### config.mk
export PLATFORM = sky130hd
export DESIGN_NAME = cordic_vector_pipe
export DESIGN_NICKNAME = d
export VERILOG_FILES = /design/src/rtl/cordic_vector_pipe_pkg.sv /design/src/rtl/cordic_vec_stage.sv /design/src/rtl/cordic_vector_pipe.sv
export SDC_FILE = /design/constraint.sdc
export NUM_CORES = 2
export LEC_CHECK = 0
export CAP_MARGIN = 20
export CORE_UTILIZATION = 35
export DETAILED_ROUTE_END_ITERATION = 8
export HOLD_SLACK_MARGIN = 0.02
export PLACE_DENSITY = 0.56
export RECOVER_POWER = 50
export SLEW_MARGIN = 20
export SYNTH_ARGS = -nofsm -noshare
export SYNTH_HDL_FRONTEND = slang
export SYNTH_SLANG_ARGS = --single-unit
### constraint.sdc
create_clock -name clk -period 30.7 [get_ports clk]
set_clock_uncertainty 0.2 [all_clocks]
set_input_delay 4.605 -clock clk [delete_from_list [all_inputs] [get_ports clk]]
set_output_delay 4.605 -clock clk [all_outputs]
set_load 0.01 [all_outputs]
### src/rtl/cordic_vector_pipe_pkg.sv
`default_nettype none
// ============================================================================
// Module      : cordic_vector_pipe_pkg
// Description : Shared definitions for the CORDIC vectoring pipeline:
//               the quadrant code type, the whole-degree phase constants,
//               the phase scaling helper and the arctangent table function.
// Revision    : 1.0 - initial release
// ============================================================================
package cordic_vector_pipe_pkg;

    // Quadrant code {x_in<0, y_in<0} captured by the fold stage.
    typedef enum logic [1:0] {
        QUAD_I   = 2'b00,
        QUAD_IV  = 2'b01,
        QUAD_II  = 2'b10,
        QUAD_III = 2'b11
    } quad_e;

    localparam int DEG_90  = 90;
    localparam int DEG_180 = 180;
    localparam int DEG_270 = 270;
    localparam int DEG_360 = 360;

    // Whole-degree angle expressed in phase LSBs (frac fractional bits).
    function automatic int phase_lsb(input int deg, input int frac);
        return deg * (1 << frac);
    endfunction

    // atan(2^-idx) in degrees, truncated to frac fractional bits.
    // Evaluated only at elaboration to build the per-stage constants.
    function automatic int atan_lsb(input int idx, input int frac);
        real deg;
        real scale;
        case (idx)
            0:  deg = 45.0;
            1:  deg = 26.565051177077990;
            2:  deg = 14.036243467926479;
            3:  deg = 7.125016348901798;
            4:  deg = 3.576334374997352;
            5:  deg = 1.789910608246069;
            6:  deg = 0.895173710211074;
            7:  deg = 0.447614170860553;
            8:  deg = 0.223810500368538;
            9:  deg = 0.111905677066207;
            10: deg = 0.055952891893804;
            11: deg = 0.027976452617004;
            12: deg = 0.013988227142265;
            13: deg = 0.006994113675353;
            14: deg = 0.003497056850704;
            15: deg = 0.001748528426980;
            default: begin
                // Beyond the table atan(2^-i) halves per step to well
                // below one LSB of any practical phase format.
                deg = 0.001748528426980;
                for (int k = 15; k < idx; k++) begin
                    deg = deg / 2.0;
                end
            end
        endcase
        scale = 1.0;
        for (int k = 0; k < frac; k++) begin
            scale = scale * 2.0;
        end
        return $rtoi(deg * scale);
    endfunction

endpackage
`default_nettype wire

### src/rtl/cordic_vec_stage.sv
`default_nettype none
// ============================================================================
// Module      : cordic_vec_stage
// Description : One registered CORDIC vectoring micro-rotation. Drives y
//               toward zero and accumulates the applied rotation in z.
// Ports       : clk, rst        clock, async active-high reset
//               adv             pipeline advance enable
//               prev_*          previous stage valid/x/y/z/quadrant
//               valid,x,y,z,q   this stage's registered result
// Revision    : 1.0 - initial release
// ============================================================================
module cordic_vec_stage
    import cordic_vector_pipe_pkg::*;
#(
    parameter int XW    = 18,
    parameter int ZW    = 18,
    parameter int STAGE = 0,
    parameter int ATAN  = 0
)(
    input  logic                 clk,
    input  logic                 rst,
    input  logic                 adv,
    input  logic                 prev_valid,
    input  logic signed [XW-1:0] prev_x,
    input  logic signed [XW-1:0] prev_y,
    input  logic signed [ZW-1:0] prev_z,
    input  quad_e                prev_q,
    output logic                 valid,
    output logic signed [XW-1:0] x,
    output logic signed [XW-1:0] y,
    output logic signed [ZW-1:0] z,
    output quad_e                q
);

    localparam logic signed [ZW-1:0] c_atan = ZW'(ATAN);

    logic signed [XW-1:0] w_x_shift;
    logic signed [XW-1:0] w_y_shift;
    logic                 w_y_nonneg;

    assign w_x_shift  = prev_x >>> STAGE;
    assign w_y_shift  = prev_y >>> STAGE;
    assign w_y_nonneg = ~prev_y[XW-1];

    always_ff @(posedge clk or posedge rst) begin
        if (rst) begin
            valid <= 1'b0;
            x     <= '0;
            y     <= '0;
            z     <= '0;
            q     <= QUAD_I;
        end else if (adv) begin
            valid <= prev_valid;
            q     <= prev_q;
            if (w_y_nonneg) begin
                x <= prev_x + w_y_shift;
                y <= prev_y - w_x_shift;
                z <= prev_z + c_atan;
            end else begin
                x <= prev_x - w_y_shift;
                y <= prev_y + w_x_shift;
                z <= prev_z - c_atan;
            end
        end
    end

endmodule
`default_nettype wire

### src/rtl/cordic_vector_pipe.sv
`default_nettype none
// ============================================================================
// Module      : cordic_vector_pipe
// Description : Fully pipelined CORDIC vectoring engine. Returns the angle
//               of (x_in, y_in) in [0,360) degrees and the gain-scaled
//               magnitude. Latency ITERATIONS+2 advancing cycles.
// Ports       : clk, rst             clock, async active-high reset
//               in_valid/in_ready    input handshake
//               x_in, y_in           signed input vector
//               out_valid/out_ready  output handshake
//               z_out                unsigned phase, PHASE_FRAC frac bits
//               mag_out              |(x,y)| times CORDIC gain, unsigned
// Revision    : 1.0 - initial release
// ============================================================================
module cordic_vector_pipe
    import cordic_vector_pipe_pkg::*;
#(
    parameter int WORD_WIDTH  = 16,
    parameter int PHASE_WIDTH = 16,
    parameter int PHASE_FRAC  = 7,
    parameter int ITERATIONS  = 14
)(
    input  logic                         clk,
    input  logic                         rst,
    input  logic                         in_valid,
    output logic                         in_ready,
    input  logic signed [WORD_WIDTH-1:0] x_in,
    input  logic signed [WORD_WIDTH-1:0] y_in,
    output logic                         out_valid,
    input  logic                         out_ready,
    output logic [PHASE_WIDTH-1:0]       z_out,
    output logic [WORD_WIDTH+1:0]        mag_out
);

    localparam int XW = WORD_WIDTH + 2;
    // Two extra bits: one for the sign of the running angle, one so
    // 360+small overshoots are representable before wrapping.
    localparam int ZW = PHASE_WIDTH + 2;

    localparam logic signed [ZW-1:0] c_180 = ZW'(phase_lsb(DEG_180, PHASE_FRAC));
    localparam logic signed [ZW-1:0] c_360 = ZW'(phase_lsb(DEG_360, PHASE_FRAC));

    logic w_adv;

    // Stage 0 of these arrays is the fold register; stage i+1 is rotation i.
    logic                 w_v [0:ITERATIONS];
    logic signed [XW-1:0] w_x [0:ITERATIONS];
    logic signed [XW-1:0] w_y [0:ITERATIONS];
    logic signed [ZW-1:0] w_z [0:ITERATIONS];
    quad_e                w_q [0:ITERATIONS];

    logic                 r_f_valid;
    logic signed [XW-1:0] r_f_x;
    logic signed [XW-1:0] r_f_y;
    quad_e                r_f_q;

    logic signed [XW-1:0] w_x_ext;
    logic signed [XW-1:0] w_y_ext;
    logic signed [XW-1:0] w_x_abs;
    logic signed [XW-1:0] w_y_abs;

    logic signed [ZW-1:0] w_z_fin;
    logic signed [ZW-1:0] w_z_corr;
    logic signed [ZW-1:0] w_z_wrap;
    logic                 w_unused_y;

    // A stalled consumer freezes the whole pipe, so input acceptance
    // follows the same enable.
    assign w_adv    = out_ready | ~out_valid;
    assign in_ready = w_adv;

    // Two guard bits make |most-negative| exactly representable.
    assign w_x_ext = XW'(x_in);
    assign w_y_ext = XW'(y_in);
    assign w_x_abs = x_in[WORD_WIDTH-1] ? -w_x_ext : w_x_ext;
    assign w_y_abs = y_in[WORD_WIDTH-1] ? -w_y_ext : w_y_ext;

    always_ff @(posedge clk or posedge rst) begin
        if (rst) begin
            r_f_valid <= 1'b0;
            r_f_x     <= '0;
            r_f_y     <= '0;
            r_f_q     <= QUAD_I;
        end else if (w_adv) begin
            r_f_valid <= in_valid;
            r_f_x     <= w_x_abs;
            r_f_y     <= w_y_abs;
            r_f_q     <= quad_e'({x_in[WORD_WIDTH-1], y_in[WORD_WIDTH-1]});
        end
    end

    assign w_v[0] = r_f_valid;
    assign w_x[0] = r_f_x;
    assign w_y[0] = r_f_y;
    assign w_z[0] = '0;
    assign w_q[0] = r_f_q;

    generate
        for (genvar g = 0; g < ITERATIONS; g++) begin : g_stage
            cordic_vec_stage #(
                .XW    (XW),
                .ZW    (ZW),
                .STAGE (g),
                .ATAN  (atan_lsb(g, PHASE_FRAC))
            ) u_stage (
                .clk        (clk),
                .rst        (rst),
                .adv        (w_adv),
                .prev_valid (w_v[g]),
                .prev_x     (w_x[g]),
                .prev_y     (w_y[g]),
                .prev_z     (w_z[g]),
                .prev_q     (w_q[g]),
                .valid      (w_v[g+1]),
                .x          (w_x[g+1]),
                .y          (w_y[g+1]),
                .z          (w_z[g+1]),
                .q          (w_q[g+1])
            );
        end
    endgenerate

    // The residual y after the last rotation carries no information.
    assign w_unused_y = ^w_y[ITERATIONS];

    // Map the first-quadrant angle back to the original quadrant, then
    // fold the result into [0,360). The accumulated angle can land a few
    // LSBs either side of an axis, so both directions are wrapped.
    always_comb begin
        w_z_fin  = w_z[ITERATIONS];
        w_z_corr = w_z_fin;
        case (w_q[ITERATIONS])
            QUAD_I:   w_z_corr = w_z_fin;
            QUAD_II:  w_z_corr = c_180 - w_z_fin;
            QUAD_III: w_z_corr = c_180 + w_z_fin;
            QUAD_IV:  w_z_corr = c_360 - w_z_fin;
            default:  w_z_corr = w_z_fin;
        endcase

        if (w_z_corr[ZW-1]) begin
            w_z_wrap = w_z_corr + c_360;
        end else if (w_z_corr >= c_360) begin
            w_z_wrap = w_z_corr - c_360;
        end else begin
            w_z_wrap = w_z_corr;
        end

        // x only grows in vectoring mode, so a zero final x means a zero
        // input vector; its angle is defined as 0 rather than the sum of
        // every table entry that the rotations would otherwise leave.
        if (w_x[ITERATIONS] == '0) begin
            w_z_wrap = '0;
        end
    end

    always_ff @(posedge clk or posedge rst) begin
        if (rst) begin
            out_valid <= 1'b0;
            z_out     <= '0;
            mag_out   <= '0;
        end else if (w_adv) begin
            out_valid <= w_v[ITERATIONS];
            z_out     <= w_z_wrap[PHASE_WIDTH-1:0];
            mag_out   <= $unsigned(w_x[ITERATIONS]);
        end
    end

endmodule
`default_nettype wire

==> impl_metrics.csv <==
group,metric,value,unit
route,drc,0,
clock_network,htreeDepth,3,
clock_network,cts_setup_buffers,0,
clock_network,cts_made_buffers,101,
route,post_drt_wl_per_cell,16.0,um
yosys,yosysWarnings,0,
cells_and_area,drive_gt1_frac,0.0361,
yosys,synth_cell_types,88,
clock_network,cts_resized,0,
global_routing,grt_max_degree,186,
worst_setup_path,critPathMaxStageDelay,3.23,ns
yosys,avgSynthCellArea,8.28,um^2
route,drt-initial-drc-count,3228,
sta,layout_min_cycle_time,16.29,ns
run_status,violations,"max-capacitance violations, max-slew violations",
clock_network,clk_latency,0.73,ns
worst_setup_path,cp_slowest_cell,"clkinvlp_2",
worst_setup_path,ff2ff_setup_slack,19.54,ns
worst_hold_path,worstHoldPathType,"flip-flop to flip-flop",
clock_network,cts_tree,"yes",
placement,portBuffers,71,
clock_network,cts_buffer_depth,3,
global_routing,grt-ovfl-total,0,
yosys,synthCells,7832,
clock_network,root_buffer,"clkbuf_16",
clock_network,ctsHoldBuffers,0,
route,wirelength,165000,um
yosys,netlist_area,64800,um^2
global_routing,antenna_found_initial,0,
yosys,ys_async_sr_fraction,1.00,
yosys,synth-seq-cells,814,
route,firstDrtPassIters,8,
sta,slew_headroom,-4.05,
yosys,synth.most_common_cell,"nand2_1",
worst_setup_path,crit_family,"buffers and inverters",
yosys,synth_edf_count,0,
sta,max_freq,0.0614,GHz
yosys,synth_top_area_frac,0.314,
sta,finalMaxSlewViolations,1167,
global_routing,grt_pass1_wl,274000,um
die,rows,157,
cells_and_area,nNetsFinal,8541,
placement,hpwl,123000,um
worst_setup_path,path_max_fanout,87,
route,num_vias,54100,
yosys,yosysTopAreaCell,"dfrtp_1",
global_routing,grt_pass1_vias,52300,
placement,gp_congestion,0.862,
die,die-height,432,um
yosys,synth_commonest_cells,"nand2_1, nor2_1, a21oi_1",
sta,period_share,0.531,
worst_setup_path,startpoint_type,"input port",
yosys,synthesis.nets,8603,
die,fp.dieW,432,um
sta,rsz0062_at_grt,"false",
worst_setup_path,crit_buf_inv,4,
worst_setup_path,end_kind,"output port",
run,maxCapViolCount,12,
die,core,183000,um^2
worst_setup_path,worstPathArrival,11.49,ns
worst_setup_path,crit_type,"input port to output port",
sta,worstMarginPinSlew,7.57,ns
die,initial_core_util,0.353,
clock_network,clk_pin_slew_worst_paths,0.05,ns
worst_setup_path,cp_cell_sequence,"dlygate4sd3_1 > nor2b_4 > clkbuf_1 > clkinvlp_2 > clkdlybuf4s50_1",
worst_setup_path,required,25.90,ns
sta,setup_viol,0,
clock_network,cts_sinks,814,
die,ioPinCount,72,
cells_and_area,area_growth_syn_to_layout,10.1,%
cells_and_area,fillCellCount,18800,
yosys,ys_seq_area_frac,0.314,
yosys,synth_ff_type,"dfrtp_1",
route,antenna_left,0,
run_status,status,"finished with violations",
route,viasPerCell,5.24,
yosys,synth_area_leaders,"dfrtp_1, ha_1, a21oi_1",
sta,tns,0,ns
sta,hold_viol,0,
die,dieArea,187000,um^2
global_routing,track_usage,0.176,
## final cells by class
class | count | area [um^2] | share of cell area
Antenna cell | 1 | 2.50 | 0.0000350
Clock buffer | 141 | 2920 | 0.0409
Clock inverter | 41 | 596 | 0.00834
Inverter | 331 | 1240 | 0.0174
Multi-Input combinational cell | 6409 | 42200 | 0.591
Sequential cell | 814 | 20400 | 0.285
Tap cell | 2464 | 3080 | 0.0432
Timing Repair Buffer | 113 | 1010 | 0.0142
## cell usage in the layout, fill, tap and decap left out, types with 67 or more instances in the layout
cell         n
nand2_1    895
nor2_1     878
a21oi_1    859
dfrtp_1    814
ha_1       695
o21ai_0    427
xnor2_1    383
xor2_1     368
inv_1      328
nor3_1     285
a21o_1     181
nand3_1    109
clkbuf_16  104
a31oi_1     95
and3_1      86
a211oi_1    84
o21bai_1    80
nor2b_1     74
o21a_1      73
nand2b_1    71
o31ai_1     70
or3_1       67
## final timing paths
check                                            to                     from  cells after the start
max                                        in_ready                out_ready                      5
min                         g_stage[5].u_stage.q[1]  g_stage[5].u_stage.q[1]                      2
max reg2reg                g_stage[1].u_stage.z[13]                out_valid                      6
min reg2reg                 g_stage[5].u_stage.q[1]  g_stage[5].u_stage.q[1]                      2
max in group asynchronous  g_stage[11].u_stage.y[9]                      rst                      3
min in group asynchronous                mag_out[6]                      rst                      2
## worst min-delay path: stages (launching register included)
cell     delay, ns
dfrtp_1       0.34
nand2_1       0.05
nand2_1       0.05
## flip-flops by register name, summed over array words and instances, names as in the netlist
name and flops:
r_f_y 18, r_f_q 2, g_stage.u_stage.z 226, r_f_x 18, g_stage.u_stage.y 221, z_out 16
r_f_valid 1, g_stage.u_stage.q 28, mag_out 18, g_stage.u_stage.valid 14, out_valid 1, g_stage.u_stage.x 251
## layer usage
layer	part of all wire	vias to the layer above	track usage
met5	0	-	0
met4	0.028	0	0.0538
met3	0.031	200	0.0171
met2	0.45	720	0.283
met1	0.50	25600	0.249
li1	-	27600	-
## per-stage QoR
stage           util  hold slack (ns)  cell area, um^2  setup slack [ns]  cells
2_1_floorplan      -            0.230            64800              3.03   7832
6_report       0.389            0.265            71400             14.41  10300
3_5_place_dp   0.370            0.255            68000             19.08  10100
5_1_grt        0.389            0.283            71400             13.53  10300
4_1_cts        0.390            0.268            71500             19.08  10300
3_3_place_gp   0.370            0.249            68000             19.06  10100
## kinds of logic after synthesis
kind of cell / synth area share
AND/OR/NAND/NOR: 0.195
AO/OA/AOI/OAI: 0.196
flip-flops: 0.314
XOR/XNOR: 0.101
adder cells (fa/ha/maj): 0.146
buffers and inverters: 0.0355
multiplexers: 0.0109
Power is not shown: default switching activity piles up to over one toggle a cycle in this logic, so the estimate is an artifact.
